[config.mk]
export PLATFORM = sky130hd
export DESIGN_NAME = inst_fetch_buf
export DESIGN_NICKNAME = d
export VERILOG_FILES = /design/src/rtl/cpu_defs.sv /design/src/rtl/fifo_mem.sv /design/src/rtl/inst_fetch_buf.sv
export SDC_FILE = /design/constraint.sdc
export NUM_CORES = 1
export LEC_CHECK = 0
export BUFFER_PORTS_ARGS = -buffer_cell sky130_fd_sc_hd__buf_2
export CAP_MARGIN = 0
export CELL_PAD_IN_SITES_DETAIL_PLACEMENT = 1
export CELL_PAD_IN_SITES_GLOBAL_PLACEMENT = 1
export CORE_ASPECT_RATIO = 1.4
export CORE_MARGIN = 2
export CORE_UTILIZATION = 54
export CTS_CLUSTER_DIAMETER = 80
export DETAILED_ROUTE_END_ITERATION = 7
export GPL_TIMING_DRIVEN = 0
export PLACE_DENSITY = 0.87
export SETUP_SLACK_MARGIN = 0.5
export SLEW_MARGIN = 10
export SYNTH_ARGS = -nofsm -noshare
export SYNTH_HDL_FRONTEND = slang
export SYNTH_SLANG_ARGS = --single-unit
[constraint.sdc]
create_clock -name clk -period 5.9 [get_ports clk]
set_input_delay 0.885 -clock clk [delete_from_list [all_inputs] [get_ports clk]]
set_output_delay 0.885 -clock clk [all_outputs]
set_load 0.01 [all_outputs]
[src/rtl/cpu_defs.sv]
// Shared core definitions.
// Purpose: word width, reset PC, and the fetch-queue entry layout used by the
// fetch stage and the instruction fetch buffer.
// Contents:
//   WORD_W        - architectural word width (32)
//   RESET_PC      - PC the fetch stage starts from after reset
//   fetch_entry_t - one queued fetch result: {pc, inst}
package cpu_defs;

  localparam int          WORD_W   = 32;
  localparam logic [31:0] RESET_PC = 32'hBFC0_0000;

  typedef struct packed {
    logic [WORD_W-1:0] pc;
    logic [WORD_W-1:0] inst;
  } fetch_entry_t;

endpackage

[src/rtl/fifo_mem.sv]
// Register-array storage for the fetch buffer.
// Purpose: DEPTH x W registers, synchronous write, asynchronous read,
// cleared to zero by the asynchronous active-low reset.
// Ports:
//   clk    - clock
//   resetn - asynchronous active-low reset, clears every entry
//   we     - write enable
//   waddr  - write address
//   wdata  - write data
//   raddr  - read address
//   rdata  - read data (combinational from raddr)
module fifo_mem #(
  parameter int DEPTH = 4,
  parameter int AW    = 2,
  parameter int W     = 64
) (
  input  logic          clk,
  input  logic          resetn,
  input  logic          we,
  input  logic [AW-1:0] waddr,
  input  logic [W-1:0]  wdata,
  input  logic [AW-1:0] raddr,
  output logic [W-1:0]  rdata
);

  logic [W-1:0] mem [DEPTH];

  // Storage is cleared on reset so the head outputs are never X, even while
  // the queue is empty and they are otherwise don't-care.
  always_ff @(posedge clk or negedge resetn) begin
    if (!resetn) begin
      for (int i = 0; i < DEPTH; i++) begin
        mem[i] <= '0;
      end
    end else if (we) begin
      mem[waddr] <= wdata;
    end
  end

  assign rdata = mem[raddr];

endmodule

[src/rtl/inst_fetch_buf.sv]
// Instruction fetch buffer between the I-cache fetch port and decode.
// Purpose: circular queue of DEPTH {pc, inst} entries decoupling one-word-per-
// cycle refill from a decode stage that may stall. A flush (branch/exception
// redirect) empties the queue in one cycle.
// Ports:
//   clk, resetn        - clock, asynchronous active-low reset
//   flush              - discard all entries; beats push and pop
//   in_valid/in_ready  - fetch-side handshake
//   in_pc, in_inst     - presented word
//   out_valid/out_ready- decode-side handshake
//   out_pc, out_inst   - head entry (combinational from storage)
//   count              - occupancy, 0..DEPTH
//
// Handshake: a transfer happens on a rising edge where valid and ready are
// both high. A producer holding valid with ready low keeps its data stable;
// ready never depends combinationally on the partner's valid or ready.
module inst_fetch_buf
  import cpu_defs::*;
#(
  parameter int DEPTH = 4,
  parameter int AW    = 2
) (
  input  logic              clk,
  input  logic              resetn,
  input  logic              flush,
  input  logic              in_valid,
  output logic              in_ready,
  input  logic [WORD_W-1:0] in_pc,
  input  logic [WORD_W-1:0] in_inst,
  output logic              out_valid,
  input  logic              out_ready,
  output logic [WORD_W-1:0] out_pc,
  output logic [WORD_W-1:0] out_inst,
  output logic [AW:0]       count
);

  localparam int            EW       = $bits(fetch_entry_t);
  localparam logic [AW:0]   FULL_CNT = (AW+1)'(DEPTH);

  logic [AW-1:0] wr_ptr;
  logic [AW-1:0] rd_ptr;
  logic [AW:0]   cnt;
  logic          push;
  logic          pop;
  fetch_entry_t  wr_entry;
  fetch_entry_t  rd_entry;

  // Full/empty come from the counter alone, so in_ready has no path from
  // out_ready: a full queue refuses a word even while it is being popped.
  assign in_ready  = (cnt != FULL_CNT);
  assign out_valid = (cnt != '0);

  assign push = in_valid & in_ready;
  assign pop  = out_valid & out_ready;

  always_ff @(posedge clk or negedge resetn) begin
    if (!resetn) begin
      wr_ptr <= '0;
      rd_ptr <= '0;
      cnt    <= '0;
    end else if (flush) begin
      wr_ptr <= '0;
      rd_ptr <= '0;
      cnt    <= '0;
    end else begin
      if (push) wr_ptr <= wr_ptr + AW'(1);
      if (pop)  rd_ptr <= rd_ptr + AW'(1);
      case ({push, pop})
        2'b10:   cnt <= cnt + (AW+1)'(1);
        2'b01:   cnt <= cnt - (AW+1)'(1);
        default: cnt <= cnt;
      endcase
    end
  end

  assign wr_entry.pc   = in_pc;
  assign wr_entry.inst = in_inst;

  // The word presented during a flush is dropped, so it is not written either.
  fifo_mem #(
    .DEPTH (DEPTH),
    .AW    (AW),
    .W     (EW)
  ) u_mem (
    .clk    (clk),
    .resetn (resetn),
    .we     (push & ~flush),
    .waddr  (wr_ptr),
    .wdata  (wr_entry),
    .raddr  (rd_ptr),
    .rdata  (rd_entry)
  );

  assign out_pc   = rd_entry.pc;
  assign out_inst = rd_entry.inst;
  assign count    = cnt;

endmodule

==> metrics.csv, run 1 <==
metric,value,unit
outcome,"complete, no violations",
Max-slew headroom,45.5,%
Sequential Power Share,44.5,%
Area growth syn-to-layout,16.5,%
VDD IR max,0.267,mV
fmax,277,MHz
Final setup viols,0,
Post-CTS Setup Inserts,0,
synthesis warning total,0,
Final Power,6360,uW
WP data required,5.02,ns
#FFs+latches synth,263,
H-tree levels,1,
iteration-0 DRC count of the detailed router,250,
Comb pwr share,30.0,%
CTS tree,done,
first-pass GRT wire length,43900,um
Die W,129,um
maximum root-to-sink buffer count,3,
cell mode on critical path,clkbuf_1,
vias,6611,
final critical-path required period,3.61,ns
FF-to-FF path depth,6,
hold_ws,0.223,ns
detail-routed via count per cell,5.68,
"Hold Vio Cnt, Final",0,
Worst Path Arrival,2.73,ns
Crit Path Max Fanout,10,
Top-Level Pins,138,
root buffer cell,clkbuf_16,
final WL,27800,um
DR pass1 iterations,4,
Avg Inst Size Synth,17.4,um2
Post-Syn Area,0.0119,mm2
Residual DRC,0,
NumNets Final,921,
PortBufs,136,
dpl cell area,0.0130,mm2
"EDFF count, synth",0,
Startpoint Class,register,
Switch Pwr,1800,uW
post-synthesis sequential area ratio,55.5,%
"Async S/R FF share, synth",100,%
Post-DP HPWL,18800,um
post-synthesis cell type count,38,
core area,0.0217,mm2
"Clk pin slew, worst setup/hold paths",0.07,ns
CP peak stage delay,0.64,ns
maximum capacitance violations,0,
CP max stage cell,clkbuf_1,
Routed Antenna Nets,0,
clock share of power,25.5,%
Power Density,460,mW/mm2
RSZ-0062 raised after global routing,false,
CTS buffer count,25,
initial antenna violation count,4,
Placer Congestion,0.814,
actual slew at the worst max-slew pin,0.818,ns
WL/cell,23.9,um
layout cells sized above 1,62.7,%
pin count of the biggest net entering global routing,125,
kind of critical path,register to primary output,
post-CTS resize count,0,
syn_nets,756,
post-synthesis cell count,682,
die area,0.0232,mm2
row count,64,
CP Cell Sequence,clkbuf_1 > clkbuf_1 > mux4_2 > buf_2,
chip height,179,um
Clock Sinks,263,
"Slew Viols, Final",0,
number of hold buffers added after cts,0,
top_reg_cell synth,dfrtp_1,
fin area,0.0138,mm2
number of global-route vias before repair,7867,
All-Layer GR Usage,24.7,%
Int Pwr,4560,uW
Leakage,0.00632,uW
grt ovf,0,
switching share of power,28.2,%
skew final,0.00660,ns
Post-Route Setup TNS,0,ns
Starting Density,54.6,%
Crit. End Element,primary output,
fin crit share,61.2,%
Hold Path Class,primary input to asynchronous set/reset pin,
latest clock arrival within the worst-skew pair,0.51,ns
-- power groups by stage --
stage / sequential [uW] / clock (uW) / combinational [uW]
after global placement: 2730 / 0 / 1810
after CTS: 2820 / 1670 / 1940
after detailed placement: 2840 / 0 / 1920
final: 2830 / 1620 / 1910
after floorplan: 2680 / 0 / 1390
after global routing: 2890 / 1720 / 2060
-- layout make-up --
class	instances	area, um2
clock buffer	33	726
clock inverter	11	113
sequential	263	6580
inverter	5	18.8
antenna	2	5.00
timing repair buffer	138	746
fill	1916	7880
tap	297	372
multi-input combinational	369	4930
buffer	45	322
-- synthesized netlist by cell type (2+ instances only) --
| master | instances | area share [%] |
|---|---|---|
| clkbuf_1 | 11 | 0.35 |
| o21ai_0 | 3 | 0.13 |
| nand3_1 | 3 | 0.13 |
| nand3b_1 | 2 | 0.13 |
| a21oi_1 | 6 | 0.25 |
| mux2_4 | 60 | 7.6 |
| xor2_1 | 2 | 0.15 |
| mux2_2 | 196 | 19 |
| buf_2 | 25 | 1.1 |
| nand3_2 | 3 | 0.25 |
| nor2_1 | 2 | 0.063 |
| mux4_2 | 64 | 12 |
| inv_1 | 4 | 0.13 |
| buf_12 | 7 | 1.2 |
| nand2b_1 | 5 | 0.26 |
| or3_1 | 2 | 0.11 |
| dfrtp_1 | 263 | 56 |
| ha_1 | 4 | 0.42 |
-- state kept, by name (all words and copies together) (netlist names) --
| register | cells |
|---|---|
| count | 3 |
| wr_ptr | 2 |
| u_mem.mem | 256 |
| rd_ptr | 2 |
-- cell usage in the layout, fill, tap and decap left out, drive strengths merged, types with 2 or more instances in the layout --
master    Yosys  routed
dfrtp       263     263
mux2        256     256
buf          34     172
mux4         64      64
clkbuf       11      44
a21oi         6       6
clkinv        0       6
nand3         6       6
nand2b        5       5
inv           5       5
ha            4       4
o21ai         3       3
clkinvlp      0       3
diode         0       2
or3           2       2
xor2          2       2
nor2          2       2
nand3b        2       2
bufinv        0       2
nor3b         2       2
-- critical path: cells and delay by family, from the launching register on --
| kind | cells | cell delay, ns |
|---|---|---|
| buffers and inverters | 3 | 1.42 |
| multiplexers | 1 | 0.43 |
| flip-flops | 1 | 0.35 |
-- worst paths after layout --
path / endpoint / start / slack (ns)
setup / recovery: out_inst[0] / rd_ptr[1]$_DFFE_PN0P_ / 2.29
hold / removal: u_mem.mem[69]$_DFFE_PN0P_ / resetn / 0.22
setup reg to reg: count[1]$_DFFE_PN0P_ / count[0]$_DFFE_PN0P_ / 3.68
hold reg to reg: u_mem.mem[65]$_DFFE_PN0P_ / u_mem.mem[65]$_DFFE_PN0P_ / 0.50
max in group asynchronous: u_mem.mem[233]$_DFFE_PN0P_ / resetn / 4.27
min in group clk: u_mem.mem[65]$_DFFE_PN0P_ / u_mem.mem[65]$_DFFE_PN0P_ / 0.50
-- kinds of logic (layout without fill, tap and decap cells) --
kind of cell / count (synthesis) / after routing / share of synthesized area, %
buffers and inverters: 50 / 232 / 2.87
adder cells (fa/ha/maj): 5 / 5 / 0.591
flip-flops: 263 / 263 / 55.5
AND/OR/NAND/NOR: 24 / 24 / 1.53
other: 0 / 2 / 0
XOR/XNOR: 3 / 3 / 0.222
multiplexers: 320 / 320 / 38.4
AO/OA/AOI/OAI: 17 / 17 / 0.908
-- per-layer routing --
layer  global-route usage [%]  part of all wire [%]  routed length [um]  up-vias
li1                         -                     -                   -     2878
met1                     28.5                    37               10300     3556
met2                     47.6                    57               15900      139
met3                     4.18                   4.1                1140       34
met4                     5.34                   1.7                 461        4
met5                        0                 0.097                  27        -
-- through the flow --
stage	std cells	util, %	setup WS (ns)
floorplan	682	-	3.56
global placement	1115	59.5	-0.231
detailed placement	1117	59.8	2.80
CTS	1161	63.6	2.23
global route	1161	63.6	2.19
finish	1163	63.7	2.29
(Power assumes the default switching activity.)
==> run 2: changes to the inputs <==
--- a/config.mk
+++ b/config.mk
@@ -11,11 +11,11 @@
 export CELL_PAD_IN_SITES_GLOBAL_PLACEMENT = 1
 export CORE_ASPECT_RATIO = 1.4
 export CORE_MARGIN = 2
-export CORE_UTILIZATION = 54
+export CORE_UTILIZATION = 45
 export CTS_CLUSTER_DIAMETER = 80
 export DETAILED_ROUTE_END_ITERATION = 7
 export GPL_TIMING_DRIVEN = 0
-export PLACE_DENSITY = 0.87
+export PLACE_DENSITY = 0.77
 export SETUP_SLACK_MARGIN = 0.5
 export SLEW_MARGIN = 10
 export SYNTH_ARGS = -nofsm -noshare
==> constraint.sdc (replaced) <==
create_clock -name clk -period 3.18 [get_ports clk]
set_input_delay 0.477 -clock clk [delete_from_list [all_inputs] [get_ports clk]]
set_output_delay 0.477 -clock clk [all_outputs]
set_load 0.01 [all_outputs]
==> metrics.csv, run 2 (synthesized netlist as in run 1, its figures left out) <==
metric,value,unit
outcome,"complete, no violations",
Worst Path Arrival,2.09,ns
chip height,196,um
switching share of power,27.5,%
Residual DRC,0,
H-tree levels,1,
"Hold Vio Cnt, Final",0,
dpl ws,0.468,ns
final critical-path required period,2.57,ns
fin crit share,80.8,%
"most common cell after layout, fill and taps aside",dfrtp_1,
RSZ-0062 raised after global routing,false,
dpl cell area,0.0130,mm2
Placed Cells,1144,
final WL,25700,um
kind of critical path,register to primary output,
hold_ws,0.219,ns
"Clk pin slew, worst setup/hold paths",0.06,ns
Switch Pwr,3260,uW
Final setup viols,0,
root buffer cell,clkbuf_16,
Area growth syn-to-layout,17.7,%
Max-slew headroom,56.9,%
Post-CTS Setup Inserts,0,
DR pass1 iterations,5,
final cell count without fillers,1194,
Int Pwr,8580,uW
Largest register FFs,256,
largest register by flop count,u_mem.mem,
"Slew Viols, Final",0,
All-Layer GR Usage,19.3,%
CP peak stage delay,0.37,ns
Die W,141,um
Crit Path Max Fanout,10,
first-pass GRT wire length,42200,um
Post-DP HPWL,17100,um
CP max stage cell,clkbuf_2,
row count,70,
maximum root-to-sink buffer count,3,
fmax,389,MHz
PortBufs,136,
Placer Congestion,0.760,
reg2reg setup slack,0.99,ns
Comb pwr share,29.4,%
core area,0.0260,mm2
die area,0.0277,mm2
iteration-0 DRC count of the detailed router,175,
most frequent cells in the layout,"262 x dfrtp_1, 196 x mux2_2, 157 x buf_2",
Layout fillers,2449,
layout cells sized above 1,63.2,%
clock share of power,26.9,%
NumNets Final,924,
actual slew at the worst max-slew pin,0.646,ns
CP Cell Sequence,clkbuf_2 > clkbuf_2 > mux4_2 > buf_2,
WP data required,2.70,ns
CTS tree,done,
Top-Level Pins,138,
Routed Antenna Nets,0,
Clock Sinks,263,
Power Density,848,mW/mm2
cell mode on critical path,clkbuf_2,
skew final,0.0156,ns
maximum capacitance violations,0,
latest clock arrival within the worst-skew pair,0.53,ns
Hold Crit Depth,2,
Leakage,0.00636,uW
CTS buffer count,27,
initial antenna violation count,2,
fin area,0.0140,mm2
Crit. End Element,primary output,
grt ovf,0,
detail-routed via count per cell,5.44,
number of global-route vias before repair,7588,
Hold Path Class,primary input to register,
VDD IR max,0.491,mV
FF-to-FF path depth,6,
Startpoint Class,register,
pin count of the biggest net entering global routing,109,
Sequential Power Share,43.7,%
Starting Density,45.6,%
WL/cell,21.5,um
vias,6497,
setup ws final,0.612,ns
[run 2: cell types whose count changed in the layout (fill, tap and decap cells not counted), moves of 2 or more]
cell | before | now
clkbuf_8 | 7 | 2
clkbuf_2 | 0 | 2
buf_6 | 1 | 5
clkbuf_16 | 25 | 27
buf_2 | 160 | 157
clkbuf_4 | 0 | 2
[run 2: layout make-up]
| type | count | area [um2] | share of cell area (%) |
|---|---|---|---|
| antenna | 1 | 2.50 | 0.0179 |
| buffer | 45 | 369 | 2.65 |
| clock buffer | 34 | 722 | 5.17 |
| sequential | 263 | 6580 | 47.2 |
| inverter | 5 | 18.8 | 0.135 |
| clock inverter | 14 | 163 | 1.17 |
| tap | 324 | 405 | 2.91 |
| multi-input combinational | 369 | 4930 | 35.4 |
| timing repair buffer | 139 | 756 | 5.42 |
[run 2: final timing paths]
check | from | end
min reg2reg | u_mem.mem[76]$_DFFE_PN0P_ | u_mem.mem[76]$_DFFE_PN0P_
max reg2reg | count[0]$_DFFE_PN0P_ | count[1]$_DFFE_PN0P_
max | rd_ptr[1]$_DFFE_PN0P_ | out_inst[14]
min | in_inst[21] | u_mem.mem[149]$_DFFE_PN0P_
max in group asynchronous | resetn | u_mem.mem[21]$_DFFE_PN0P_
min in group asynchronous | resetn | count[2]$_DFFE_PN0P_
[run 2: metal layers]
| metal | vias up | track usage (%) | routed length [um] |
|---|---|---|---|
| li1 | 2879 | - | - |
| met1 | 3479 | 24.1 | 10300 |
| met2 | 111 | 35.2 | 13900 |
| met3 | 26 | 3.27 | 1130 |
| met4 | 2 | 3.89 | 359 |
| met5 | - | 0 | 7 |
[run 2: power groups by stage]
| stage | Sequential [uW] | Clock [uW] | Combinational, uW |
|---|---|---|---|
| floorplan | 4970 | 0 | 2580 |
| global placement | 5140 | 0 | 3390 |
| detailed placement | 5200 | 0 | 3510 |
| CTS | 5180 | 3280 | 3550 |
| global route | 5330 | 3410 | 3770 |
| finish | 5180 | 3180 | 3480 |
[run 2: critical path, delay by kind of cell (launching register included)]
family	cells	cell delay, ns
buffers and inverters	3	0.85
multiplexers	1	0.37
flip-flops	1	0.34
[run 2: repair_timing]
action | 4_1_cts | 5_1_grt
cloned | 0 | 0
endpoints found under the setup margin | 59 | 33
resized for setup | 17 | 5
endpoints found under the hold margin | 51 | 0
hold buffers | 1 | 0
[run 2: through the flow]
step                      total power, uW  TNS [ns]  util [%]
after floorplan                      7560         0         -
after global placement               8520   -854.85      49.8
after detailed placement             8720         0      50.0
after CTS                           12000         0      53.6
after global routing                12500         0      53.6
final                               11800         0      53.6
==> run 3: changes to the inputs <==
==> constraint.sdc (replaced) <==
create_clock -name clk -period 2.1 [get_ports clk]
set_input_delay 0.315 -clock clk [delete_from_list [all_inputs] [get_ports clk]]
set_output_delay 0.315 -clock clk [all_outputs]
set_load 0.01 [all_outputs]
==> metrics.csv, run 3 (synthesized netlist as in run 1, its figures left out) <==
metric,value,unit
hold_ws,0.0675,ns
row count,70,
Crit Path Max Fanout,10,
Area growth syn-to-layout,43.8,%
Die W,141,um
vias,7350,
final cell count without fillers,1296,
initial antenna violation count,5,
"Clk pin slew, worst setup/hold paths",0.07,ns
chip height,196,um
iteration-0 DRC count of the detailed router,281,
fin crit share,110,%
Power Density,1200,mW/mm2
latest clock arrival within the worst-skew pair,0.53,ns
Post-DP HPWL,17200,um
Placed Cells,1144,
WP data required,1.78,ns
Final Util,65.5,%
"most common cell after layout, fill and taps aside",dfrtp_1,
Hold Path Class,primary input to register,
Clock Sinks,263,
PortBufs,136,
core area,0.0260,mm2
Worst Path Arrival,1.99,ns
dpl ws,-0.184,ns
WL/cell,28.1,um
CTS tree,done,
final critical-path required period,2.31,ns
RSZ-0062 raised after global routing,true,
number of global-route vias before repair,8681,
Starting Density,45.6,%
detail-routed via count per cell,5.67,
maximum root-to-sink buffer count,3,
kind of critical path,register to primary output,
final WL,36400,um
grt ovf,0,
first-pass GRT wire length,55400,um
root buffer cell,clkbuf_16,
CTS buffer count,26,
fmax,433,MHz
Placer Congestion,0.730,
Residual DRC,0,
Crit. End Element,primary output,
die area,0.0277,mm2
layout cells sized above 1,68.9,%
most frequent cells in the layout,"261 x dfrtp_1, 256 x mux2_4, 102 x buf_2",
H-tree levels,1,
"Hold Vio Cnt, Final",0,
Leakage,0.00826,uW
NumNets Final,1025,
DR pass1 iterations,4,
Max-slew headroom,55.3,%
Startpoint Class,register,
Largest register FFs,256,
Top-Level Pins,138,
setup ws final,-0.209,ns
actual slew at the worst max-slew pin,0.669,ns
maximum capacitance violations,0,
Final setup viols,64,
"Slew Viols, Final",0,
pin count of the biggest net entering global routing,110,
largest register by flop count,u_mem.mem,
Final Power,20400,uW
Routed Antenna Nets,0,
skew final,0.0120,ns
failing checks,negative setup slack,
VDD IR max,0.892,mV
All-Layer GR Usage,26.2,%
outcome,"complete, but fails checks",
[run 3: layout make-up]
| cell class | instances | area, um2 |
|---|---|---|
| clock inverter | 4 | 47.5 |
| timing repair buffer | 235 | 2560 |
| sequential | 263 | 6580 |
| tap | 324 | 405 |
| buffer | 45 | 707 |
| antenna | 4 | 10.0 |
| fill | 2192 | 8960 |
| clock buffer | 41 | 808 |
| inverter | 5 | 21.3 |
| multi-input combinational | 375 | 5900 |
[run 3: path summary, 6_finish.rpt]
check / cells past startpoint / end / slack (ns) / start
hold / removal: 2 / u_mem.mem[25]$_DFFE_PN0P_ / 0.07 / in_inst[25]
setup / recovery: 4 / out_pc[1] / -0.21 / rd_ptr[0]$_DFFE_PN0P_
setup reg to reg: 9 / u_mem.mem[191]$_DFFE_PN0P_ / 0.09 / count[1]$_DFFE_PN0P_
min in group asynchronous: 2 / u_mem.mem[250]$_DFFE_PN0P_ / 0.30 / resetn
hold reg to reg: 1 / u_mem.mem[88]$_DFFE_PN0P_ / 0.51 / u_mem.mem[88]$_DFFE_PN0P_
max in group asynchronous: 3 / rd_ptr[0]$_DFFE_PN0P_ / 0.85 / resetn
[run 3: layer usage]
layer | part of all wire (%) | up-vias | wire (um) | global-route usage (%)
met4 | 2.6 | 2 | 936 | 6.74
met2 | 53 | 171 | 19500 | 47.5
met1 | 40 | 4002 | 14500 | 32.7
li1 | - | 3108 | - | -
met3 | 4.1 | 67 | 1500 | 4.12
met5 | 0.036 | - | 13 | 0
[run 3: report_power, final]
group	leakage, uW	switching [uW]	total, uW	internal (uW)
Sequential	0.00330	1210	8100	6890
Combinational	0.00454	2600	7540	4940
Clock	0.000419	2010	4750	2740
Total	0.00826	5810	20400	14600
[run 3: per-stage QoR]
stage          instance area, um2  TNS (ns)
4_1_cts                     16700     -9.50
3_3_place_gp                13300  -1112.60
2_1_floorplan               12300         0
3_5_place_dp                13400     -6.02
6_report                    17000     -9.71
5_1_grt                     17000    -13.51
[run 3: what timing repair did]
item                                    4_1_cts  5_1_grt
hold buffers                                  1        0
pin swaps                                     7        2
gates cloned                                 32        2
hold endpoints to repair                     46        0
endpoints found under the setup margin      324      328
gates resized for setup                     279       55
buffers inserted                             64        4
[run 3: worst max-delay path: stages (launching register included)]
cell and delay [ns]:
dfrtp_2 0.41, buf_12 0.17, buf_12 0.16, mux4_2 0.56
buf_6 0.15
